File: src/rtl/vec_fifo.sv
// vec_fifo: synchronous FIFO with flush and full/empty flags
module vec_fifo #(
  parameter int DEPTH = 4,
  parameter int W = 35
) (
  input  logic         clk,
  input  logic         rst_n,
  input  logic         flush,
  input  logic         push,
  input  logic         pop,
  input  logic [W-1:0] din,
  output logic [W-1:0] dout,
  output logic         full,
  output logic         empty
);
  localparam int AW = $clog2(DEPTH);
  logic [W-1:0] mem [DEPTH];
  logic [AW:0] wp, rp;
  logic do_push, do_pop;
  assign do_push = push && !full;
  assign do_pop = pop && !empty;
  assign empty = wp == rp;
  assign full = (wp[AW] != rp[AW]) && (wp[AW-1:0] == rp[AW-1:0]);
  assign dout = mem[rp[AW-1:0]];
  always_ff @(posedge clk or negedge rst_n) begin
    if (!rst_n) begin
      wp <= '0;
      rp <= '0;
    end else if (flush) begin
      wp <= '0;
      rp <= '0;
    end else begin
      if (do_push) wp <= wp + 1'b1;
      if (do_pop) rp <= rp + 1'b1;
    end
  end
  always_ff @(posedge clk) begin
    if (do_push && !flush) mem[wp[AW-1:0]] <= din;
  end
endmodule

File: config.mk
export PLATFORM = sky130hd
export DESIGN_NAME = vec_fifo
export DESIGN_NICKNAME = d
export VERILOG_FILES = /design/src/rtl/vec_fifo.sv
export SDC_FILE = /design/constraint.sdc
export NUM_CORES = 1
export LEC_CHECK = 0
export CORE_MARGIN = 10
export CORE_UTILIZATION = 30
export CTS_CLUSTER_DIAMETER = 40
export DETAILED_ROUTE_END_ITERATION = 10
export GPL_TIMING_DRIVEN = 0
export PLACE_DENSITY_LB_ADDON = 0.08
export RECOVER_POWER = 50
export SLEW_MARGIN = 20
export SYNTH_ARGS = -nofsm -noshare
export SYNTH_HDL_FRONTEND = slang
export SYNTH_SLANG_ARGS = --single-unit
File: constraint.sdc
create_clock -name clk -period 4.5 [get_ports clk]
set_input_delay 0.45 -clock clk [delete_from_list [all_inputs] [get_ports clk]]
set_output_delay 0.45 -clock clk [all_outputs]
set_load 0.02 [all_outputs]
==> impl_metrics.json, run 1 <==
{
  "setup_tns_ps": 0,
  "clock-sinks": 146,
  "die_x_um": 157,
  "syn_area_um2": 5600,
  "worstSetupPathType": "reg2out",
  "ios": 77,
  "grt_pass1_vias": 2997,
  "drt-total-wl_mm": 11.7,
  "clockBufferDepth": 2,
  "ctsResizeCount": 0,
  "final_util_pct": 40.2,
  "fin_crit_sh_pct": 76.8,
  "multiInputGateArea_um2": 1170,
  "cts_buffers": 17,
  "cts_post_setup_buffers_inserted": 0,
  "io_buffers": 75,
  "dp.final_hpwl_mm": 7.31,
  "crit_fanout": 10,
  "drv_slew": 0,
  "startpoint_type": "flip-flop",
  "drive_above_1_share_pct": 19.9,
  "fill_cells": 1647,
  "tritoncts": "yes",
  "r2r-start": "wp[1]",
  "vias": 2743,
  "grt_max_degree": 36,
  "hp-class": "in2async",
  "p_leak_nw": 2.34,
  "drc": 0,
  "finish.net_count": 388,
  "h-tree-depth": 4,
  "die_area_um2": 24500,
  "grt_first_pass_wirelength_mm": 18.0,
  "routed_via_density": 4.68,
  "synth_flop_cell": "edfxtp_1",
  "area_growth_pct": 30.2,
  "synth_seq_cells": 146,
  "initial_utilization_pct": 30.8,
  "root_buffer": "clkbuf_16",
  "grt.total_usage_pct": 10.1,
  "ctsHoldBuffers": 0,
  "rows": 49,
  "setup.worst_path.end_class": "output port",
  "synth_cell_types": 33,
  "layout_commonest_cell": "edfxtp_1",
  "worstReg2RegEnd": "mem[0][10]",
  "ant_nets": 0,
  "core_um2": 18100,
  "seq_area_frac_synth_pct": 77.8,
  "setup_viol": 0,
  "synthArstFlopShare_pct": 4.11,
  "cp.required_ps": 4050,
  "syn_area_per_cell_um2": 22.7,
  "final_cell_mix": "edfxtp_1, clkdlybuf4s50_1, dlygate4sd3_1, mux4_2, clkbuf_16",
  "period_minus_slack_ps": 3450,
  "syn_nets": 292,
  "reg2reg_depth": 5,
  "r2r_setup_slack_ps": 1540,
  "slew_headroom_pct": 22.7,
  "worst_pin_slew_ps": 1160,
  "cp.arrival_ps": 3000,
  "p_per_area_nw_per_um2": 584,
  "globalplace.congestion": 0.721,
  "rsz0062_at_grt": "no",
  "post_drt_wl_per_cell_um": 19.9,
  "grt-ovfl-total": 0,
  "synth_cells": 247,
  "maxCapViolations": 0,
  "outcome": "finished clean",
  "ys_warn_count": 0,
  "clock_latency_ps": 420,
  "cts.reportedPaths.clkPinSlew_ps": 50,
  "area.sequential_um2": 4350,
  "die_y_um": 157,
  "grt_antenna_before_repair": 2,
  "first_pass_iters": 4,
  "finalHoldViolCount": 0,
  "fmax_mhz": 290,
  "finClkSkew_ps": 5.99,
  "drt_iter0_drc": 147,
  "peakVddDrop_mv": 0.271,
  "synth_edf_count": 140
}
[worst max path at each step]
stage / startpoint / to / slack (ps) / cells after the start
after CTS: rp[0] / dout[10] / 1460 / 4
after floorplan: wp[1] / mem[3][0] / 2130 / 4
after global routing: rp[1] / dout[31] / 880 / 5
after detailed placement: push / mem[1][22] / 1600 / 5
final: rp[1] / dout[31] / 1050 / 5
after global placement: push / mem[3][22] / 750 / 4
[synth_stat cells, types with 3 or more instances]
| library cell | instances | area, um2 |
|---|---|---|
| edfxtp_1 | 140 | 4200 |
| mux4_2 | 35 | 788 |
| dfrtp_1 | 6 | 150 |
| ha_1 | 5 | 62.6 |
| nand2_1 | 5 | 18.8 |
| and2_1 | 4 | 25.0 |
| buf_4 | 4 | 30.0 |
| a31oi_1 | 3 | 18.8 |
| buf_2 | 3 | 15.0 |
| clkbuf_1 | 3 | 11.3 |
| inv_1 | 3 | 11.3 |
| nor2_1 | 3 | 11.3 |
| xnor2_1 | 3 | 26.3 |
| xor2_1 | 3 | 26.3 |
[kinds of logic after synthesis]
family,after synthesis,synth area share (%)
muxes,35,14.1
adders and majority gates,5,1.12
xor gates and xnor gates,6,0.939
AOI/OAI and AO/OA,18,2.37
and+or+nand+nor,23,2.28
DFF,146,77.8
buffers and inverters,14,1.41
[critical path: stages, from the launching register on]
cell and delay [ps]:
dfrtp_1 360, buf_6 140, clkbuf_1 500, clkbuf_1 590
mux4_2 440, clkdlybuf4s50_1 570
[metal layers]
metal,up-vias,part of all wire (%),GRT usage [%]
met4,0,1.6,4.45
li1,1244,-,-
met1,1418,43,11.9
met3,18,6.3,4.14
met5,-,0,0
met2,63,50,16.0
[layout make-up]
class / instances / area share, %
Inverter: 3 / 0.155
Buffer: 11 / 0.876
Sequential cell: 146 / 59.8
Multi-Input combinational cell: 87 / 16.1
Timing Repair Buffer: 77 / 11.0
Antenna cell: 1 / 0.0343
Clock inverter: 12 / 2.25
Tap cell: 229 / 3.93
Clock buffer: 20 / 5.99
[sequential cells by signal, summed over array words and instances, names as in the netlist]
register,count
mem,140
rp,3
wp,3
[metrics by stage]
| step | hold WS, ps | std cells | area (um2) | setup slack (ps) | power [mW] |
|---|---|---|---|---|---|
| final | 379 | 586 | 7290 | 1050 | 4.26 |
| after global routing | 380 | 585 | 7280 | 879 | 4.48 |
| after CTS | 293 | 585 | 7290 | 1460 | 4.35 |
| after detailed placement | 609 | 553 | 6690 | 1600 | 2.90 |
| after global placement | 614 | 551 | 6630 | 745 | 2.88 |
| after floorplan | 154 | 247 | 5600 | 2130 | 2.38 |
[report_power, final]
part	internal [mW]	switching [mW]	total, mW	leakage (nW)
logic	0.540	0.612	1.15	0.697
clock network	0.919	0.509	1.43	0.294
registers	1.64	0.0401	1.68	1.35
Note: power is estimated with default switching activity, not from simulation.
==> inputs of run 2 (changes only) <==
clock period = 3.06 ns   (was 4.5 ns; I/O delays follow)
==> run 2 against run 1 <==
  * Power grew 47%
  * Worst setup slack lost 800 ps
  * Die area is the same
  * Worst hold slack lost 140 ps
  * Flip-flop and latch count is the same
  * Sequential power grew 46%
  * Cell count is the same
  * Sequential share of layout area is essentially flat
  * Critical path depth shrank 1
  * Clock-buffer cell count is the same
  * Global-route usage is the same
  * Non-clock buffer count is the same
  * Largest cell class unchanged
==> impl_metrics.json, run 2 (synthesized netlist as in run 1, its figures left out) <==
{
  "dp.final_hpwl_mm": 7.31,
  "crit_fanout": 10,
  "routed_via_density": 4.69,
  "finClkSkew_ps": 5.99,
  "startpoint_type": "flip-flop",
  "cp.required_ps": 2750,
  "grt-ovfl-total": 0,
  "layout_commonest_cell": "edfxtp_1",
  "setup_viol": 0,
  "globalplace.congestion": 0.721,
  "tritoncts": "yes",
  "post_drt_wl_per_cell_um": 19.9,
  "rsz0062_at_grt": "no",
  "grt.total_usage_pct": 10.1,
  "grt_first_pass_wirelength_mm": 18.0,
  "p_leak_nw": 2.35,
  "clock_latency_ps": 420,
  "grt_pass1_vias": 2997,
  "drt-total-wl_mm": 11.7,
  "fmax_mhz": 355,
  "fill_cells": 1645,
  "h-tree-depth": 4,
  "p_per_area_nw_per_um2": 859,
  "finalPower_mw": 6.26,
  "cts_post_setup_buffers_inserted": 0,
  "area_growth_pct": 30.2,
  "drive_above_1_share_pct": 20.5,
  "place_area_um2": 6690,
  "outcome": "finished clean",
  "drt_iter0_drc": 147,
  "die_x_um": 157,
  "cts.reportedPaths.clkPinSlew_ps": 50,
  "die_area_um2": 24500,
  "finalHoldViolCount": 0,
  "final_cell_mix": "edfxtp_1, clkdlybuf4s50_1, dlygate4sd3_1, mux4_2, clkbuf_16",
  "drv_slew": 0,
  "largest_register_ffs": 140,
  "ctsResizeCount": 0,
  "root_buffer": "clkbuf_16",
  "fin_crit_sh_pct": 92.0,
  "io_buffers": 75,
  "ctsHoldBuffers": 0,
  "design_area_um2": 7290,
  "multiInputGateArea_um2": 1170,
  "reg2reg_depth": 5,
  "ant_nets": 0,
  "grt_max_degree": 36,
  "period_minus_slack_ps": 2820,
  "setup.worst_path.end_class": "output port",
  "worstSetupPathType": "reg2out",
  "die_y_um": 157,
  "clock-sinks": 146,
  "finish.net_count": 388,
  "rows": 49,
  "cp.arrival_ps": 2510,
  "worst_pin_slew_ps": 807,
  "ios": 77,
  "vias": 2749,
  "slew_headroom_pct": 46.2,
  "maxCapViolations": 0,
  "core_um2": 18100,
  "grt_antenna_before_repair": 2,
  "clockBufferDepth": 2,
  "first_pass_iters": 4,
  "drc": 0,
  "peakVddDrop_mv": 0.399,
  "initial_utilization_pct": 30.8,
  "cts_buffers": 17,
  "hp-class": "in2async",
  "area.sequential_um2": 4350
}
run 2: area by class of cell:
type                    count  area share [%]
repair buffers             77            11.0
diodes                      1          0.0343
plain buffers              11           0.910
multi-input cells          87            16.0
clock buffers              20            5.99
flip-flops and latches    146            59.7
clock inverters            12            2.25
inverters                   3           0.154
well taps                 229            3.93
run 2: path summary, 6_finish.rpt:
path	start	endpoint	slack [ps]
setup / recovery	rp[0]	dout[10]	240
hold / removal	rst_n	rp[2]	230
setup reg to reg	wp[1]	mem[0][10]	350
hold reg to reg	wp[2]	wp[2]	620
max in group asynchronous	rst_n	wp[1]	2570
min in group clk	flush	wp[2]	320
run 2: report_power, final:
group          switching (mW)  leakage, nW  total (mW)  internal (mW)
Combinational           0.900        0.706        1.70          0.795
Clock                   0.748        0.294        2.10           1.35
Sequential             0.0589         1.35        2.46           2.41
run 2: worst max-delay path, stage by stage (launching register included):
cell,delay (ps)
dfrtp_1,410
buf_4,260
buf_4,290
mux4_2,560
clkdlybuf4s50_1,570
run 2: per-stage QoR:
stage / worst slack (ps) / std cells / hold slack (ps) / TNS [ps] / util, %
floorplan: 687 / 247 / 10.4 / 0 / -
global placement: -551 / 551 / 597 / -71270 / 36.6
detailed placement: 302 / 553 / 600 / 0 / 36.9
CTS: 164 / 585 / 149 / 0 / 40.2
global route: 82.8 / 585 / 236 / 0 / 40.2
finish: 244 / 586 / 235 / 0 / 40.2
run 2: routing by layer:
metal,vias up,wire length [um],GRT usage [%]
li1,1244,-,-
met5,-,0,0
met2,65,5790,16.0
met3,18,735,4.14
met4,0,184,4.45
met1,1422,4970,11.9
